### src/rtl/ita_div_dispatcher.sv
// Round-robin dispatcher for NUM_DIV serial dividers with strictly in-order
// retirement; request and result paths are pure combinational pass-through.
module ita_div_dispatcher #(
    parameter int unsigned NUM_DIV   = 4,
    parameter int unsigned DIV_WIDTH = 24,
    parameter int unsigned TAG_WIDTH = 6
) (
    input  logic                           clk_i,
    input  logic                           rst_i,
    input  logic                           flush_i,
    input  logic                           in_valid_i,
    output logic                           in_ready_o,
    input  logic [DIV_WIDTH-1:0]           in_divisor_i,
    input  logic [TAG_WIDTH-1:0]           in_tag_i,
    output logic                           out_valid_o,
    input  logic                           out_ready_i,
    output logic [DIV_WIDTH-1:0]           out_quot_o,
    output logic [TAG_WIDTH-1:0]           out_tag_o,
    output logic [NUM_DIV-1:0]             div_valid_o,
    input  logic [NUM_DIV-1:0]             div_ready_i,
    output logic [DIV_WIDTH-1:0]           div_op_b_o,
    input  logic [NUM_DIV-1:0]             div_valid_i,
    output logic [NUM_DIV-1:0]             div_ready_o,
    input  logic [NUM_DIV*DIV_WIDTH-1:0]   div_res_i,
    output logic                           div_flush_o,
    output logic                           idle_o,
    output logic [$clog2(NUM_DIV+1)-1:0]   occupancy_o
);

    localparam int unsigned PW = $clog2(NUM_DIV);
    localparam int unsigned CW = $clog2(NUM_DIV + 1);

    logic [PW-1:0]        wptr;
    logic [PW-1:0]        rptr;
    logic [CW-1:0]        cnt;
    logic [TAG_WIDTH-1:0] tag_q [NUM_DIV];
    logic [DIV_WIDTH-1:0] res   [NUM_DIV];

    logic halt;
    logic not_empty;
    logic accept;
    logic retire;

    function automatic logic [PW-1:0] ptr_next(input logic [PW-1:0] p);
        return (p == PW'(NUM_DIV - 1)) ? '0 : p + 1'b1;
    endfunction

    assign halt      = rst_i | flush_i;
    assign not_empty = (cnt != '0);

    // Fullness is judged on the registered count, so a retire in the full
    // cycle only reopens acceptance on the following cycle.
    assign in_ready_o  = !halt && (cnt < CW'(NUM_DIV)) && div_ready_i[wptr];
    assign accept      = in_valid_i & in_ready_o;

    assign out_valid_o = !halt && not_empty && div_valid_i[rptr];
    assign retire      = out_valid_o & out_ready_i;

    assign div_op_b_o  = in_divisor_i;
    assign div_flush_o = halt;
    assign idle_o      = !not_empty;
    assign occupancy_o = cnt;

    always_comb begin
        for (int unsigned i = 0; i < NUM_DIV; i++) begin
            res[i] = div_res_i[i*DIV_WIDTH +: DIV_WIDTH];
        end
    end

    assign out_quot_o = res[rptr];
    assign out_tag_o  = tag_q[rptr];

    // Only the slot under each pointer is ever strobed; results waiting on
    // other slots stay unacknowledged inside their divider.
    always_comb begin
        div_valid_o = '0;
        div_ready_o = '0;
        for (int unsigned i = 0; i < NUM_DIV; i++) begin
            div_valid_o[i] = accept && (wptr == PW'(i));
            div_ready_o[i] = out_ready_i && not_empty && !halt && (rptr == PW'(i));
        end
    end

    always_ff @(posedge clk_i) begin
        if (halt) begin
            wptr <= '0;
            rptr <= '0;
            cnt  <= '0;
            if (rst_i) begin
                for (int unsigned i = 0; i < NUM_DIV; i++) begin
                    tag_q[i] <= '0;
                end
            end
        end else begin
            if (accept) begin
                tag_q[wptr] <= in_tag_i;
                wptr        <= ptr_next(wptr);
            end
            if (retire) begin
                rptr <= ptr_next(rptr);
            end
            case ({accept, retire})
                2'b10:   cnt <= cnt + 1'b1;
                2'b01:   cnt <= cnt - 1'b1;
                default: cnt <= cnt;
            endcase
        end
    end

endmodule

### config.mk
export PLATFORM = sky130hd
export DESIGN_NAME = ita_div_dispatcher
export DESIGN_NICKNAME = d
export VERILOG_FILES = /design/src/rtl/ita_div_dispatcher.sv
export SDC_FILE = /design/constraint.sdc
export NUM_CORES = 1
export LEC_CHECK = 0
export ABC_AREA = 1
export CAP_MARGIN = 20
export CORE_MARGIN = 8
export CORE_UTILIZATION = 30
export DETAILED_ROUTE_END_ITERATION = 6
export PLACE_DENSITY = 0.79
export SLEW_MARGIN = 20
export SYNTH_ARGS = -nofsm -noshare
export SYNTH_HDL_FRONTEND = slang
export SYNTH_SLANG_ARGS = --single-unit
### constraint.sdc
create_clock -name clk_i -period 2.05 [get_ports clk_i]
set_input_delay 0.205 -clock clk_i [delete_from_list [all_inputs] [get_ports clk_i]]
set_output_delay 0.205 -clock clk_i [all_outputs]
set_load 0.01 [all_outputs]
-- Word level (Yosys, flattened, before mapping)
Memory sizes are Yosys's and may differ from the RTL's. A register that Yosys moved wholly into a read port is not among the register bits.
Index checks and enable logic that the tools add are counted.
- output and inout port bits: 69
- input bits: 139
- bits in registers: 7
- bits in writable memories: 24
- logic and storage cells: 66
- memories kept: 1
- $lt $le $gt $ge: 4
- reductions and logical operators: 21
- bitwise operators: 4
- muxes and demuxes: 21
- eq/ne operators: 8
- $add $sub $neg: 4
- memories (memory ; depth ; width ; rd ports ; clocked after memory_dff ; wr ports ; line ; RTL):
    tag_q ; 4 ; 6 ; 1 ; 1 ; 4 ; 36 ; logic [TAG_WIDTH-1:0] tag_q [NUM_DIV];
- operators with widths (kind ; count):
    $bmux 24 s2 ; 1
    $mux 24 ; 2
    $logic_and 1x1->1 ; 14
    $eq 2x2->1 const B ; 5
    $mux 2 ; 5
    $mux 1 ; 9
    $eq 2x1->1 const B ; 3
    $lt 2x3->1 const B ; 2
    $mux 6 ; 1
    $pmux 3 s2 ; 1
    $reduce_or 6->1 ; 1
    $add 2x1->2 const B ; 2
    $bmux 1 s2 ; 2
    $logic_not 2->1 ; 2
    $add 3x1->3 const B ; 1
    $ge 3x3->1 const B ; 1
    $lt 3x3->1 const B ; 1
    $not 2->3 ; 1
    $reduce_bool 3->1 ; 1
    $sub 3x1->3 const B ; 1
    $and 1x1->1 ; 2
    $logic_not 1->1 ; 2
    $reduce_bool 2->1 ; 1
    $or 1x1->1 ; 1

-- Longest topological paths before layout
- word-level depth: 10
- depth in mapped cells: 15
- gate-level depth less buffers: 14

-- Least setup slack after synthesis
No wires, ideal clock.
- path kind: register -> register
- from: reg wptr[0]
- to: reg cnt[2], in the netlist occupancy_o[2]
- data required time: 1935 ps
- library setup time: 115 ps
- path slack: -17 ps
- path buffers: 2
- arrival time: 1953 ps
- stages on the path, launching flop included: 16
- path through: dfxtp_1 > buf_6 > inv_4 > nand2_1 > nand2_1 > nand2_1 > nand2_1 > nand3_2 > buf_4 > ha_1 > inv_1 > fa_1 > a21oi_1 > o21ai_0 > xor2_1 > nor2_1
- cells in the longest elaborated chain, start to end: 6
- ends and longest elaborated chain (what ; line ; RTL):
    from (decl) ; 33 ; logic [PW-1:0] wptr;
    from (signal assigned) ; 97 ; wptr <= ptr_next(wptr);
    $bmux 1 s2 * ; 53 ; assign in_ready_o = !halt && (cnt < CW'(NUM_DIV)) && div_ready_i[wptr];
    $mux 1 (implied by the code) * ; 53 ;
    $logic_and 1x1->1 * ; 53 ;
    $and 1x1->1 * ; 54 ; assign accept = in_valid_i & in_ready_o;
    $eq 2x1->1 or $eq 2x2->1 (tied branches) ; 102 ; case ({accept, retire})
    $pmux 3 s2 or $reduce_bool 2->1 (tied branches) ; -- ;
    to (signal assigned) ; 103 ; 2'b10: cnt <= cnt + 1'b1;
    to (signal assigned) ; 104 ; 2'b01: cnt <= cnt - 1'b1;
    to (signal assigned) ; 105 ; default: cnt <= cnt;
    to (decl) ; 35 ; logic [CW-1:0] cnt;
Every way passes the cells marked *; elsewhere a longest branch is shown, timed or not. The select of a mux whose other input is x is not followed.
A chain may end at the register's enable or synchronous reset.

-- Worst setup path in the final report
- from: reg rptr[0]
- to: out out_quot_o[15]
- cells in the longest elaborated chain, start to end: 4
- ends and longest elaborated chain (what ; line ; RTL):
    from (decl) ; 34 ; logic [PW-1:0] rptr;
    from (signal assigned) ; 100 ; rptr <= ptr_next(rptr);
    $not 2->3 (implied by the code) ; 70 ; assign out_quot_o = res[rptr];
    $bmux 24 s2 ; 70 ;
    $mux 24 (implied by the code) (2 in series) ; 70 ;
    to (decl) ; 17 ; output logic [DIV_WIDTH-1:0] out_quot_o,
No other way between the ends. The select of a mux whose other input is x is not followed.

==> summary.md <==
| Metric | Value |
|---|---|
| H-tree Lvls | 2 |
| Area after DPL | 4273 um^2 |
| Number of global-route vias before repair | 3,197 |
| PD cells | 364.8 nW/um^2 |
| Most frequent cells after synthesis | nor2_1 (106), o21ai_0 (63), inv_1 (34), nand2_1 (30), o22ai_1 (30) |
| Detailed Routing Iterations Pass 1 | 5 |
| XOR/XNOR share of the synthesized area | 0.3351% |
| Initial antenna violation count | 0 |
| Total wire length | 10.25 mm |
| Hold worst-path end | wptr[0]$_SDFFE_PP0P_ |
| Compound-Gate Fraction of Synth Area | 20.20% |
| Hold Path Origin | rst_i |
| Setup violations, final | 0 |
| # rows | 34 |
| Max Cap Viol | 0 |
| Slowest-stage cell, CP | clkdlybuf4s50_1 |
| CORE AREA | 8593 um^2 |
| Lkg Pwr | 2.123 nW |
| Final period util | 98.21% |
| Placer Congestion | 0.8565 |
| Initial core utilization | 30.42% |
| Routed wire length per instance | 16.14 um |
| Synth unique cells | 23 |
| Synth-to-layout area growth | 72.04% |
| IO Port Bufs | 159 |
| Main combinational cell family by area after synthesis | simple AND/OR/NAND/NOR gates |
| Worst-path fanout max | 24 |
| Final hold vios | 0 |
| Register area share after synthesis | 34.47% |
| Top cell type by total area after synthesis | edfxtp_1 |
| Worst Clk Skew | 0.005822 ns |
| Critical-path cell list | inv_2 -> clkbuf_16 -> o21ai_0 -> o22ai_1 -> clkdlybuf4s50_1 |
| Crit Reg-Reg Endpoint | occupancy_o[2]$_SDFFE_PP0P_ |
| Root Buffer | clkbuf_8 |
| Hold WS | 0.3953 ns |
| Placed wire-length estimate | 8.017 mm |
| Seq pwr share | 45.4% |
| Mux contribution to synthesized area | 0% |
| Hold path depth | 5 |
| Clock transition at the registers of the reported paths | 0.07 ns |
| Highest clock rate | 496.7 MHz |
| Clock Sink Count | 33 |
| Max-slew headroom | 81.23% |
| GRT overflow | 0 |
| Internal | 1.253 mW |
| CP startpoint kind | register |
| First-pass GRT wire length | 15.20 mm |
| Crit-path max cell delay | 0.57 ns |
| FF-to-FF Start | rptr[0]$_SDFFE_PP0N_ |
| Max-slew violations | 0 |
| ANT cells | 0 |
| Nets | 675 |
| Worst-margin pin slew | 0.2808 ns |
| Worst min path class | primary input to register |
| Largest net degree at the start of global routing | 50 |
| Clk_lat worst skew | 0.29 ns |
| Adder-Cell Fraction of Synth Area | 5.074% |
| Synth Flop Type | edfxtp_1 |
| RSZ-0062 raised after global routing | true |
| Vias | 3,127 |
| Yosys Warn Count | 0 |
| Peak VDD IR | 0.0002360 V |
| Final Util | 52.33% |
| Most common cell in the netlist | nor2_1 |
| Synth async-reset ratio | 0% |
| Combinational group share of total power | 25.8% |
| CTS tree | built |
| Syn avg cell area | 6.970 um^2 |
| Finished Cell Area | 4497 um^2 |
| I/O pin count | 208 |
| Post-DRT Antenna Nets | 0 |
| Switch Pwr | 0.3875 mW |
| Die ar. | 11,960 um^2 |
| Filler instances | 820 |
| Area contributors post-synth | edfxtp_1 (28%), nor2_1 (15%), o21ai_0 (12%) |
| Vias per cell | 4.924 |
| Die width | 109.3 um |
| FF-to-FF path depth | 12 |
| Die span in y | 109.3 um |
| Worst path required time | 1.85 ns |
| Crit. End Element | output port |
| Post-Synthesis Net Count | 524 |
| Share of the synthesized area in the top cell type | 27.57% |
| Crit Path Class | register to output port |
| Simple-gate share of the synthesized area | 23.98% |
| Post-synthesis instance total | 375 |
| Tot Pwr | 1.641 mW |
| Reg2reg setup slack | 0.12 ns |
| Clock period minus worst slack | 2.013 ns |
| Cts hold-fix bufs | 0 |
| Number of cells after detailed placement | 624 |
| #FFs+latches synth | 33 |
| Layout Cells excl Fill | 635 |
| Mapped cell area | 2614 um^2 |
| Clk pwr share | 28.8% |
| Switch share | 23.62% |
| Initial DRC Count | 191 |
| Tot GR Track Use | 15.97% |
| Clock buffer count from CTS | 5 |
| Run status | complete, no violations |
| WP data arrival | 1.81 ns |
| EDFF count, synth | 24 |
| Clock tree buffer depth | 2 |
| Drt drc | 0 |
| Layout cell share with drive strength beyond 1 | 10.82% |
==> worst max-delay path: cells and delay by family, from the launching register on <==
family	cells	cell delay, ns
AOI/OAI and AO/OA	2	0.22
buffers and inverters	3	0.91
DFF	1	0.38
==> what timing repair did <==
action                     in CTS  in global routing
setup endpoints to repair      35                 31
resized for setup              18                 37
cloned                          0                  1
setup buffers                   0                  2
pin swaps                       0                  1
==> routing by layer <==
layer,vias up,wire [um],track usage (%)
li1,1517,-,-
met1,1437,3748,17.33
met2,149,5214,26.61
met3,24,1046,7.913
met4,0,240,5.304
met5,-,0,0
==> stage by stage <==
stage	worst slack (ns)	TNS, ns
finish	0.03667	0
global route	-0.02966	-0.05468
CTS	-0.006626	-0.006626
detailed placement	-0.2557	-0.7429
global placement	-0.2165	-0.4664
floorplan	0.003377	0
==> worst max path at each step <==
stage | from | end | slack (ns) | cells past startpoint
3_3_place_gp | rst_i | occupancy_o[2]$_SDFFE_PP0P_ | -0.22 | 15
2_1_floorplan | wptr[0]$_SDFFE_PP0P_ | occupancy_o[2]$_SDFFE_PP0P_ | 0.003 | 15
3_5_place_dp | rst_i | occupancy_o[2]$_SDFFE_PP0P_ | -0.26 | 15
5_1_grt | rptr[0]$_SDFFE_PP0N_ | out_quot_o[10] | -0.03 | 4
4_1_cts | rptr[0]$_SDFFE_PP0N_ | out_quot_o[8] | -0.007 | 4
6_report | rptr[0]$_SDFFE_PP0N_ | out_quot_o[15] | 0.04 | 5
==> flip-flops by register name, indices dropped and copies added, names as in the netlist, named ones only <==
signal / cells
tag_q: 24
occupancy_o: 3
rptr: 2
wptr: 2
==> placed cells by master, fill, tap and decap left out, types with 2 or more instances in the layout <==
cell type | synthesis | layout
dfxtp_2 | 0 | 5
inv_1 | 34 | 31
buf_6 | 1 | 2
dlygate4sd2_1 | 0 | 9
o21ai_0 | 63 | 62
nand3_2 | 3 | 3
dfxtp_1 | 9 | 2
clkinv_2 | 0 | 2
dfxtp_4 | 0 | 2
edfxtp_1 | 24 | 24
buf_4 | 25 | 23
clkbuf_8 | 0 | 5
a21oi_1 | 5 | 5
nand2_1 | 30 | 30
clkdlybuf4s50_1 | 0 | 126
dlymetal6s2s_1 | 0 | 24
inv_2 | 2 | 5
nor2_1 | 106 | 106
nand4_1 | 2 | 2
nor2_4 | 2 | 2
nand3_1 | 8 | 8
buf_12 | 0 | 3
o22ai_1 | 30 | 30
ha_1 | 9 | 9
==> final cells by class <==
class	count	area (um^2)	area share, %
repair buffers	188	1921	42.71
multi-input cells	261	1299	28.88
flip-flops and latches	33	914.6	20.34
inverters	37	141.4	3.144
well taps	108	135.1	3.005
clock buffers	5	68.82	1.530
clock inverters	3	17.52	0.3895
==> power by group through the flow <==
stage | sequential [mW] | clock, mW | combinational, mW
after CTS | 0.747 | 0.485 | 0.429
after global routing | 0.745 | 0.527 | 0.456
after floorplan | 0.758 | 0 | 0.151
after detailed placement | 0.762 | 0 | 0.429
final | 0.744 | 0.473 | 0.424
after global placement | 0.760 | 0 | 0.423
==> cells by family after synthesis <==
kind of cell    Yosys count
fa+ha+maj                10
buf+inv                  81
simple gates            152
compound gates           98
flops                    33
xor+xnor                  1
Power figures use the tool's default switching activity.
